==> src/rtl/parking_slot_allocator.sv <==
// Parking occupancy owner and barrier-gate sequencer.
// Takes gate entry/exit requests one at a time and keeps the occupancy
// register. Exit is served before entry. Each admitted car or freed slot
// opens the barrier for GATE_CYCLES cycles.
// Ports:
//   clk, rst_n     system clock; synchronous active-low reset
//   enter_req      entry request level, held until enter_ack/enter_rej
//   location       encoder result: [2]=lot full, [1:0]=free slot index
//   exit_req       exit request level, held until exit_ack/exit_err
//   exit_slot      slot being vacated
//   occ            occupancy register (bit i = slot i taken), feeds encoder
//   free_count     number of free slots, 0..4
//   assigned_slot  slot granted by the most recent enter_ack
//   enter_ack/enter_rej/exit_ack/exit_err  one-cycle result pulses
//   gate_open      barrier open
module parking_slot_allocator #(
    parameter int unsigned GATE_CYCLES = 8,
    parameter int unsigned CNT_W       = 4
) (
    input  logic       clk,
    input  logic       rst_n,
    input  logic       enter_req,
    input  logic [2:0] location,
    input  logic       exit_req,
    input  logic [1:0] exit_slot,
    output logic [3:0] occ,
    output logic [2:0] free_count,
    output logic [1:0] assigned_slot,
    output logic       enter_ack,
    output logic       enter_rej,
    output logic       exit_ack,
    output logic       exit_err,
    output logic       gate_open
);

    localparam logic [CNT_W-1:0] LAST_CNT = CNT_W'(GATE_CYCLES - 1);

    typedef enum logic [1:0] {
        IDLE     = 2'd0,
        OPEN_IN  = 2'd1,
        OPEN_OUT = 2'd2,
        WAIT_REL = 2'd3
    } state_e;

    state_e           state_q, state_d;
    logic [CNT_W-1:0] timer_q, timer_d;
    logic [3:0]       occ_q, occ_d;
    logic [2:0]       free_q, free_d;
    logic [1:0]       asg_q, asg_d;
    logic             enter_ack_q, enter_ack_d;
    logic             enter_rej_q, enter_rej_d;
    logic             exit_ack_q, exit_ack_d;
    logic             exit_err_q, exit_err_d;
    logic             gate_q, gate_d;

    // Next-state, occupancy update and result pulses
    always_comb begin
        state_d     = state_q;
        timer_d     = timer_q;
        occ_d       = occ_q;
        asg_d       = asg_q;
        gate_d      = gate_q;
        enter_ack_d = 1'b0;
        enter_rej_d = 1'b0;
        exit_ack_d  = 1'b0;
        exit_err_d  = 1'b0;

        unique case (state_q)
            IDLE: begin
                if (exit_req) begin
                    if (occ_q[exit_slot]) begin
                        occ_d[exit_slot] = 1'b0;
                        exit_ack_d       = 1'b1;
                        gate_d           = 1'b1;
                        timer_d          = '0;
                        state_d          = OPEN_OUT;
                    end else begin
                        // Slot already free: report and leave occupancy alone
                        exit_err_d = 1'b1;
                    end
                end else if (enter_req) begin
                    // Encoder result is cross-checked against occ before granting
                    if (!location[2] && !occ_q[location[1:0]]) begin
                        occ_d[location[1:0]] = 1'b1;
                        asg_d                = location[1:0];
                        enter_ack_d          = 1'b1;
                        gate_d               = 1'b1;
                        timer_d              = '0;
                        state_d              = OPEN_IN;
                    end else begin
                        enter_rej_d = 1'b1;
                        state_d     = WAIT_REL;
                    end
                end
            end

            OPEN_IN, OPEN_OUT: begin
                if (timer_q == LAST_CNT) begin
                    gate_d  = 1'b0;
                    timer_d = '0;
                    // A request still held after its own gate cycle must be released first
                    if (state_q == OPEN_IN) begin
                        state_d = enter_req ? WAIT_REL : IDLE;
                    end else begin
                        state_d = exit_req ? WAIT_REL : IDLE;
                    end
                end else begin
                    timer_d = timer_q + CNT_W'(1);
                end
            end

            WAIT_REL: begin
                if (!enter_req && !exit_req) begin
                    state_d = IDLE;
                end
            end

            default: begin
                state_d = IDLE;
            end
        endcase

        free_d = 3'd4 - (3'(occ_d[0]) + 3'(occ_d[1]) + 3'(occ_d[2]) + 3'(occ_d[3]));
    end

    // State and output registers
    always_ff @(posedge clk) begin
        if (!rst_n) begin
            state_q     <= IDLE;
            timer_q     <= '0;
            occ_q       <= '0;
            free_q      <= 3'd4;
            asg_q       <= '0;
            enter_ack_q <= 1'b0;
            enter_rej_q <= 1'b0;
            exit_ack_q  <= 1'b0;
            exit_err_q  <= 1'b0;
            gate_q      <= 1'b0;
        end else begin
            state_q     <= state_d;
            timer_q     <= timer_d;
            occ_q       <= occ_d;
            free_q      <= free_d;
            asg_q       <= asg_d;
            enter_ack_q <= enter_ack_d;
            enter_rej_q <= enter_rej_d;
            exit_ack_q  <= exit_ack_d;
            exit_err_q  <= exit_err_d;
            gate_q      <= gate_d;
        end
    end

    assign occ           = occ_q;
    assign free_count    = free_q;
    assign assigned_slot = asg_q;
    assign enter_ack     = enter_ack_q;
    assign enter_rej     = enter_rej_q;
    assign exit_ack      = exit_ack_q;
    assign exit_err      = exit_err_q;
    assign gate_open     = gate_q;

endmodule
==> config.mk <==
export PLATFORM = sky130hd
export DESIGN_NAME = parking_slot_allocator
export DESIGN_NICKNAME = d
export VERILOG_FILES = /design/src/rtl/parking_slot_allocator.sv
export SDC_FILE = /design/constraint.sdc
export NUM_CORES = 1
export LEC_CHECK = 0
export ABC_AREA = 1
export CORE_MARGIN = 2
export CORE_UTILIZATION = 33
export CTS_CLUSTER_SIZE = 10
export DETAILED_ROUTE_END_ITERATION = 12
export GPL_TIMING_DRIVEN = 0
export SLEW_MARGIN = 10
export SYNTH_ARGS = -nofsm -noshare
export SYNTH_HDL_FRONTEND = slang
export SYNTH_SLANG_ARGS = --single-unit
export TNS_END_PERCENT = 30
==> constraint.sdc <==
create_clock -name clk -period 3.5 [get_ports clk]
set_input_delay 1.05 -clock clk [delete_from_list [all_inputs] [get_ports clk]]
set_output_delay 1.05 -clock clk [all_outputs]
set_load 0.03 [all_outputs]
==> results of run 1 <==
-- registers in the layout (all words and copies together), names as in the netlist --
signal         cells
exit_err           1
enter_rej          1
occ                4
enter_ack          1
exit_ack           1
free_count         3
gate_open          1
state_q            2
timer_q            4
assigned_slot      2
-- placed cells by master (no fill, tap or decap), drive strengths merged --
cell type,instances
clkbuf,4
nor3,2
fa,1
ha,6
a21oi,7
or2,1
o211ai,1
o21ai,3
nand4,5
nor2,19
nand3,17
nand2,48
clkdlybuf4s50,19
xnor2,1
dlymetal6s2s,2
bufinv,1
o31ai,2
dfxtp,20
inv,25
buf,2
a211oi,1
-- worst max-delay path, stage by stage --
cell and delay [ns]:
clkdlybuf4s50_1 0.67, nand2_2 0.15, o31ai_1 0.30, nand2_1 0.10, inv_1 0.08, fa_1 0.42, ha_1 0.20, ha_1 0.17
or2_2 0.28
-- metal layers --
| layer | GRT usage, % | share of wire (%) |
|---|---|---|
| met1 | 16.5 | 47 |
| met5 | 0 | 0 |
| met3 | 2.52 | 3.3 |
| met4 | 4.44 | 0.80 |
| met2 | 22.9 | 49 |
-- path summary, 6_finish.rpt --
path | startpoint | end | cells after the start
worst max-delay path | exit_req | free_count[2] | 9
worst min register to register | assigned_slot[0] | assigned_slot[0] | 2
worst min-delay path | assigned_slot[0] | assigned_slot[0] | 2
worst max register to register | state_q[0] | free_count[2] | 11
-- power by group through the flow --
stage	registers, uW	clock network [uW]	logic, uW
after floorplan	324	0	302
after global placement	294	0	428
after detailed placement	296	0	438
after CTS	291	195	438
after global routing	296	209	496
final	290	188	434
-- cell usage after synthesis (2+ instances only) --
library cell	n
nand2_1	43
inv_1	21
dfxtp_1	20
nor2_1	16
nand3_1	14
a21oi_1	6
ha_1	6
nand4_1	5
inv_2	4
nand2_4	3
nand3_2	3
o21ai_0	3
nand2_2	2
nor2_4	2
o31ai_1	2
-- area by class of cell --
type | instances | share of cell area [%]
buffer | 2 | 0.588
clock buffer | 3 | 1.51
clock inverter | 1 | 2.02
inverter | 25 | 6.30
multi-input combinational | 114 | 43.9
sequential | 20 | 26.9
tap | 46 | 3.87
timing repair buffer | 22 | 15.0
-- logic make-up after synthesis --
logic type	share of synthesized area (%)
adders and majority gates	8.30
AOI/OAI and AO/OA	7.31
and+or+nand+nor	39.7
xor gates and xnor gates	0.764
buffers and inverters	8.95
DFF	34.9
-- what timing repair did --
item,4_1_cts,5_1_grt
endpoints found under the setup margin,0,1
buffers inserted,0,1
gates resized for setup,0,4
hold endpoints to repair,0,0
-- through the flow --
step                      cell area (um^2)  utilization, %  instances  hold WS (ns)  setup slack, ns
after floorplan                       1150               -        161         0.453            0.539
after global placement                1410            42.4        228         0.454           -0.206
after detailed placement              1410            42.4        228         0.456           -0.245
after CTS                             1470            43.9        232         0.475           0.0755
after global routing                  1490            44.6        233         0.496            0.142
final                                 1490            44.6        233         0.472            0.274
==> results.txt, run 1 <==
Register area: 400 um^2
Post-synth top flop: dfxtp_1
Core area: 3340 um^2
Layout net count: 204
Worst skew pair latency: 0.30 ns
EDFF count, synth: 0
Initial antenna violation count: 0
Die area: 3960 um^2
HPWL Detailed: 1930 um
Clock share of power: 20.6%
Outcome: finished, final reports clean
CP max FO: 8
Number of diodes: 0
# fillers: 361
Share of cells above drive strength 1: 13.9%
Slew @ Worst Pin: 0.511 ns
Post-route minimum period: 3.23 ns
Via Count: 1065
IO Pins: 23
P per Cell Area: 613 nW/um^2
Worst Path Arrival: 3.43 ns
Avg Inst Size Synth: 7.12 um^2
Clock sinks: 20
Num CTS Buffers: 3
Gr usage total: 13.3%
Routability cong.: 0.832
Total power draw: 912 uW
Via-to-Cell Ratio: 4.57
Cell taking the most area after synthesis: dfxtp_1
Yosys warnings: 0
Share of the yosys chip area belonging to registers: 34.9%
Combinational power share: 47.6%
RSZ-0062 raised after global routing: no
Ys async rst share: 0%
Critical Path RT: 3.70 ns
Hold_buf cts: 0
CP startpoint kind: input port
Rows: 21
Leakage: 0.000691 uW
Post-detailed-routing wire length: 2360 um
First-pass GRT wire length: 4350 um
Vias in the first global route: 1052
Net Sw Power: 375 uW
Syn nets: 177
H-tree depth: 1
ANT nets after route: 0
Initial DRC Count: 50
CTS clk-pin slew, worst paths: 0.12 ns
Pin count of the biggest net entering global routing: 13
Slew Limit Fails: 0
Die Wd: 62.9 um
CTS Buffer Depth: 2
Final period util: 92.2%
Starting density of the core: 34.3%
DRC Markers: 0
Worst vdd rail ir drop: 0.246 mV
WS Path Type: in2reg
Final setup viols: 0
First-pass detailed-route iteration total: 4
Syn Inst Count: 161
Reg power frac: 31.8%
Slew Limit Headroom: 65.9%
Area of the multi-input gates: 653 um^2
CTS root buf: clkbuf_4
Clk_skew: 0.00199 ns
Flip-flop and latch count after synthesis: 20
Area fraction of the dominant cell type after synthesis: 34.9%
Count of different cell masters after synthesis: 26
Fin. Hold Viols: 0
Synth area leaders: dfxtp_1 (35%), nand2_1 (14%), inv_1 (6.9%)
Remaining Overflow, GRT: 0
Max-cap viol count: 0
R2R Setup Slk: 1.01 ns
Area Growth Syn to Fin: 29.9%
Port Buffer Count: 21
Netlist Area Pre-Place: 1150 um^2
Worst Hold Class: reg2reg
CP endpoint kind: flip-flop
TritonCTS clock tree: done
Setup TNS: 0 ns
Sw frac: 41.1%
Max Clk Rate: 310 MHz
P_int: 537 uW
DR WL/cell: 10.1 um
Die height: 62.9 um
Power figures use the tool's default switching activity.
==> run 2, diff against run 1 <==
--- a/config.mk
+++ b/config.mk
@@ -11,6 +11,7 @@
 export CTS_CLUSTER_SIZE = 10
 export DETAILED_ROUTE_END_ITERATION = 12
 export GPL_TIMING_DRIVEN = 0
+export PLACE_DENSITY_LB_ADDON = 0.3
 export SLEW_MARGIN = 10
 export SYNTH_ARGS = -nofsm -noshare
 export SYNTH_HDL_FRONTEND = slang
==> results.txt, run 2 (same netlist as run 1, synthesis figures left out) <==
Initial DRC Count: 43
Post-route minimum period: 3.40 ns
Die area: 3960 um^2
Critical Path RT: 3.71 ns
Min-delay src: assigned_slot[1]
Most frequent cells in the layout: nand2_1 (43), inv_1 (20), dfxtp_1 (20), clkdlybuf4s50_1 (20), nor2_1 (16)
P per Cell Area: 591 nW/um^2
CP max FO: 5
Worst Path Arrival: 3.61 ns
Starting density of the core: 34.3%
Worst hold stages: 2
Setup ws final: 0.104 ns
Hold_buf cts: 0
Port Buffer Count: 21
Leakage: 0.000679 uW
CTS clk-pin slew, worst paths: 0.12 ns
CP endpoint kind: flip-flop
Die Wd: 62.9 um
Placement Setup Slack: -0.240 ns
Vias in the first global route: 1001
Core area: 3340 um^2
Pin count of the biggest net entering global routing: 12
Worst reg2reg startpoint: state_q[0]
Layout net count: 205
Max Clk Rate: 294 MHz
Number of diodes: 0
Area Growth Syn to Fin: 28.5%
CTS Buffer Depth: 2
TritonCTS clock tree: done
First-pass GRT wire length: 4150 um
ANT nets after route: 0
First-pass detailed-route iteration total: 4
Clk_skew: 0.00197 ns
H-tree depth: 1
Initial antenna violation count: 0
Max-cap viol count: 0
Die height: 62.9 um
Final period util: 97.0%
# fillers: 360
Reg2reg end: free_count[2]
Num CTS Buffers: 3
HPWL Detailed: 1870 um
Setup TNS: 0 ns
Slew Limit Headroom: 69.4%
Outcome: finished, final reports clean
Commonest non-fill, non-tap cell in the layout: nand2_1
Via-to-Cell Ratio: 4.63
Area of the multi-input gates: 648 um^2
DR WL/cell: 10.2 um
Slew @ Worst Pin: 0.459 ns
Worst vdd rail ir drop: 0.391 mV
Worst skew pair latency: 0.31 ns
Gr usage total: 12.7%
DRC Markers: 0
Rows: 21
Slew Limit Fails: 0
Share of cells above drive strength 1: 14.4%
Reg2reg path depth: 11
Final setup viols: 0
R2R Setup Slk: 1.03 ns
CP startpoint kind: input port
CTS root buf: clkbuf_4
WS Path Type: in2reg
Register area: 400 um^2
Worst Hold Class: reg2reg
Routability cong.: 0.824
Fin. Hold Viols: 0
Remaining Overflow, GRT: 0
Post-detailed-routing wire length: 2380 um
Clock sinks: 20
IO Pins: 23
Via Count: 1083
Hold EP: assigned_slot[1]
[run 2: cell types whose count changed in the layout (fill, tap and decap cells not counted), sizes merged]
cell | previous run | this run
dlymetal6s2s | 2 | 1
clkbuf | 4 | 5
buf | 2 | 3
bufinv | 1 | 0
clkdlybuf4s50 | 19 | 20
[run 2: worst max-delay path: stages]
cell	delay, ns
clkdlybuf4s50_1	0.54
inv_2	0.08
nand2_1	0.09
nor2_2	0.05
nor2_4	0.12
nand2_4	0.09
nor3_4	0.23
nand3_1	0.13
nand2_1	0.08
inv_1	0.05
fa_1	0.44
ha_1	0.20
ha_1	0.17
or2_2	0.28
[run 2: metrics by stage]
stage / cells / area (um^2) / hold WS, ns / total power [uW] / util, %
2_1_floorplan: 161 / 1150 / 0.453 / 626 / -
3_3_place_gp: 228 / 1410 / 0.453 / 729 / 42.4
3_5_place_dp: 228 / 1410 / 0.464 / 732 / 42.4
4_1_cts: 232 / 1450 / 0.482 / 870 / 43.5
5_1_grt: 234 / 1470 / 0.502 / 944 / 44.1
6_report: 234 / 1470 / 0.481 / 870 / 44.1
[run 2: how the worst max path moves through the flow]
stage / start / endpoint / slack [ns]
global placement: location[1] / free_count[2] / -0.23
CTS: location[1] / free_count[2] / 0.09
floorplan: location[0] / free_count[2] / 0.54
global route: location[0] / free_count[2] / -0.007
finish: location[0] / free_count[2] / 0.10
detailed placement: location[1] / free_count[2] / -0.24
[run 2: repair_timing]
item / 4_1_cts / 5_1_grt
buffers inserted: 0 / 2
gates resized for setup: 0 / 3
setup endpoints to repair: 0 / 1
[run 2: cell type report]
type	count	area share, %
Clock buffer	4	2.46
Multi-Input combinational cell	114	44.0
Sequential cell	20	27.2
Timing Repair Buffer	23	15.5
Tap cell	46	3.91
Inverter	25	6.37
Buffer	2	0.595
[run 2: where the power goes]
| part | leakage, uW | switching, uW | internal (uW) |
|---|---|---|---|
| Combinational | 0.000495 | 283 | 157 |
| Clock | 0.0000210 | 76.1 | 63.6 |
| Sequential | 0.000163 | 24.1 | 266 |
[run 2: routing by layer]
layer | track usage, % | up-vias | routed length, um
met5 | 0 | - | 0
met4 | 2.50 | 0 | 14
met3 | 4.14 | 4 | 145
met2 | 21.5 | 28 | 1100
met1 | 15.7 | 482 | 1120
li1 | - | 569 | -
==> patch 1, RTL diff (settings of run 1) <==
Register the output `exit_err` once more, cleared by the reset; this adds one clock of latency there. The other outputs are not delayed to match. Comments in the files are not updated.
--- a/src/rtl/parking_slot_allocator.sv
+++ b/src/rtl/parking_slot_allocator.sv
@@ -157,5 +157,11 @@
     assign enter_rej     = enter_rej_q;
     assign exit_ack      = exit_ack_q;
-    assign exit_err      = exit_err_q;
+    always_ff @(posedge clk) begin
+        if (!rst_n) begin
+            exit_err <= '0;
+        end else begin
+            exit_err <= exit_err_q;
+        end
+    end
     assign gate_open     = gate_q;
 
Formal check against the unedited RTL: not equivalent (a bounded check fails within 4 cycles, from zero or initial values and one cycle with rst_n low).
==> patch 1 against run 1 <==
Sequential cell count rose by 1. Routed wire length up 2.4%. Combinational power increased by 3%. Sequential power is 6% higher. Power is 4.1% lower. Area after synthesis grew 0.22%. Design area shrank 2.4%. Worst setup slack got worse by 0.091 ns. Highest routed layer unchanged.
==> patch 1: results (changes against run 1) <==
outcome: "complete, no violations"
hold_path_startpoint: "exit_err_q"
wl_per_cell_um: 10.6  # +4.7%
met2_usage_pct: 22.3  # -0.53 points
grt_max_degree: 12  # -1
synth_nets: 172  # -2.8%
inv_count: 22  # -12%
synth_common_cells: "nand2_1, dfxtp_1, nor2_1"
nFillCells: 354  # -1.9%
multi_input_area_sq_um: 638  # -2.3%
worstPathArrival_ns: 3.52  # +0.09 ns
sw_frac_of_total_pct: 44.7  # +3.6 points
critPathTopFamily: "buffers and inverters"
worstMarginPinSlew_ns: 0.495  # -0.0159 ns
grt_use_met3_pct: 1.62  # -0.90 points
worst-path-max-fanout: 6  # -2
clkbuf_count: 4  # +1
yosys-top-cells-area: "dfxtp_1, nand2_1, ha_1, nor2_1, inv_1"
wl_met3_um: 55  # -30%
synth_compound_area_share_pct: 7.73  # +0.42 points
synth_cells: 156  # -3.1%
gp_congestion: 0.833  # +0.14%
synthXorXnorAreaFrac_pct: 0.763  # -0.0017 points
routedLengthMet1_um: 1130  # +1.6%
nets: 199  # -2.5%
fin_skew_ns: 0.00401  # +0.00202 ns
clkCellAreaFrac_pct: 1.81  # -1.7 points
crit_start: "location[0]"
==> patch 1: metrics by stage <==
stage	hold slack, ns	setup slack (ns)	cell area [sq um]	TNS [ns]
after global placement	0.399	-0.0975	1430	-0.108
final	0.425	0.183	1450	0
after global routing	0.464	0.0406	1450	0
after CTS	0.429	0.197	1450	0
after floorplan	0.390	0.627	1150	0
after detailed placement	0.402	-0.146	1430	-0.186
==> patch 1: cells by family after synthesis <==
| group | count (synthesis) |
|---|---|
| xor+xnor | 1 |
| simple gates | 87 |
| fa+ha+maj | 7 |
| buf+inv | 24 |
| flops | 21 |
| compound gates | 16 |
==> patch 1: power by group through the flow <==
stage / clock, mW / combinational (mW) / sequential [mW]
2_1_floorplan: 0 / 0.312 / 0.339
3_3_place_gp: 0 / 0.441 / 0.310
3_5_place_dp: 0 / 0.448 / 0.311
4_1_cts: 0.128 / 0.450 / 0.306
5_1_grt: 0.139 / 0.509 / 0.312
6_report: 0.121 / 0.448 / 0.306
==> patch 2, RTL diff (flow settings as in run 1) <==
Made on the original files. Change the parameter `GATE_CYCLES` from 8 to 7.
--- a/src/rtl/parking_slot_allocator.sv
+++ b/src/rtl/parking_slot_allocator.sv
@@ -15,5 +15,5 @@
 //   gate_open      barrier open
 module parking_slot_allocator #(
-    parameter int unsigned GATE_CYCLES = 8,
+    parameter int unsigned GATE_CYCLES = 7,
     parameter int unsigned CNT_W       = 4
 ) (
Formal check against the unedited RTL: not equivalent (Yosys sat finds a counterexample within 10 cycles, from zero or initial values and one cycle with rst_n low).
==> patch 2 against run 1 <==
Routed wire length shrank 1.4%. Sequential power shrank 4%. Area after synthesis grew 4.0%. Sequential cell count is the same. Design area grew 1.2%. Worst setup slack lost 0.080 ns. Clock power shrank 29%. Power shrank 13%. Critical path type unchanged. Critical endpoint unchanged. Largest cell class unchanged.
==> patch 2: results (changes against run 1) <==
use_met1_pct: 14.0  # -2.5 points
post_cts.repair.setup_buffers: 0  # unchanged
yosysUniqueCellTypes: 28  # +7.7%
seq_area_frac_synth_pct: 33.6  # -1.4 points
clkSlewWorstSetupHoldPaths_ns: 0.11
drive_gt1_share_pct: 21.0  # +7.1 points
grt.total_usage_pct: 12.1  # -1.2 points
slew_headroom_pct: 62.7  # -3.2 points
met2_usage_pct: 21.9  # -1.0 points
fin_skew_ns: 0.00191  # -0.0000794 ns
clk_latency_ns: 0.29
cts_buffers: 3  # unchanged
dr.pass1.iters: 4  # unchanged
worst-path-max-fanout: 8  # unchanged
synth_fa_ha_area_share_pct: 9.02  # +0.73 points
yosys-mux-area-fraction_pct: 0  # unchanged
synthXorXnorAreaFrac_pct: 0  # -0.76 points
cap_violations: 0  # unchanged
worstPathArrival_ns: 3.50  # +0.07 ns
n_antenna_cell: 0  # unchanged
p_sw_mw: 0.331  # -12%
outcome: "complete, no violations"
grt_pass1_vias: 967  # -8.1%
vdd_drop_max_uv: 217  # -12%
antenna_found_initial: 0  # unchanged
cts_root_buf: "clkbuf_4"
placement.io_buffers: 22  # +4.8%
hold_path_class: "flop to flop"
async_flop_share_pct: 0  # unchanged
synth_nets: 172  # -2.8%
yosysWarnings: 0  # unchanged
synthFlopType: "dfxtp_1"
p_comb_mw: 0.382  # -12%
nets: 199  # -2.5%
yosys-top-cells-area: "dfxtp_1, nand2_1, ha_1, inv_1, nor2_1"
hpwl_um: 1870  # -2.7%
leakage_nw: 0.634  # -8.2%
drtIter0Drc: 18  # -64%
grt_use_met3_pct: 2.64  # +0.12 points
grt_pass1_wl_um: 3990  # -8.4%
gp_congestion: 0.859  # +3.3%
grt_max_degree: 12  # -1
synth_compound_area_share_pct: 10.5  # +3.2 points
htree_levels: 1  # unchanged
sw_frac_of_total_pct: 41.7  # +0.61 points
seq_power_mw: 0.279  # -4%
wl_per_cell_um: 10.3  # +1.2%
synth_common_cells: "nand2_1, dfxtp_1, inv_1, nor2_1, inv_2"
via_count: 1010  # -5.2%
ctsResizeCount: 0  # unchanged
cts_buffer_depth: 2  # unchanged
==> patch 2: through the flow <==
step / setup slack, ns / util [%] / instance area, sq um / cells / setup TNS, ns
finish: 0.194 / 44.1 / 1510 / 227 / 0
floorplan: 0.574 / - / 1190 / 155 / 0
global placement: -0.124 / 43.0 / 1470 / 223 / -0.155
CTS: 0.218 / 44.1 / 1510 / 227 / 0
global route: 0.0552 / 44.1 / 1510 / 227 / 0
detailed placement: -0.110 / 43.0 / 1470 / 223 / -0.127
==> patch 2: final cells by class <==
class	instances	area [sq um]
sequential	20	400
multi-input combinational	108	691
inverter	26	97.6
tap	46	57.6
buffer	1	3.75
timing repair buffer	22	220
fill	366	1910
clock buffer	4	36.3
==> patch 2: worst max-delay path: stages <==
cell and delay [ns]:
clkdlybuf4s50_1 0.56, inv_2 0.07, nand2_2 0.08, nor2_2 0.06
nor2_8 0.13, nand4_4 0.14, nor2_2 0.13, nand2_1 0.05
nand2_1 0.07, inv_2 0.05, fa_1 0.45, ha_1 0.19
ha_1 0.17, or2_2 0.28
==> patch 2: layer usage <==
layer	share of wire, %	vias to the layer above
met1	45	453
li1	-	539
met3	4.3	2
met2	51	16
met5	0	-
met4	0.47	0
==> patch 2: final timing paths <==
kind,start,endpoint,slack (ns),cells after the start
setup / recovery,location[1],free_count[2],0.19,14
setup reg to reg,state_q[0],free_count[2],0.90,13
hold / removal,assigned_slot[1],assigned_slot[1],0.46,2
hold reg to reg,assigned_slot[1],assigned_slot[1],0.46,2
==> patch 2: logic make-up (layout without fill, tap and decap cells) <==
kind of cell | count (synthesis) | count (layout)
AND/OR/NAND/NOR | 80 | 80
buffers and inverters | 27 | 53
AO/OA/AOI/OAI | 20 | 20
flip-flops | 20 | 20
adder cells (fa/ha/maj) | 8 | 8
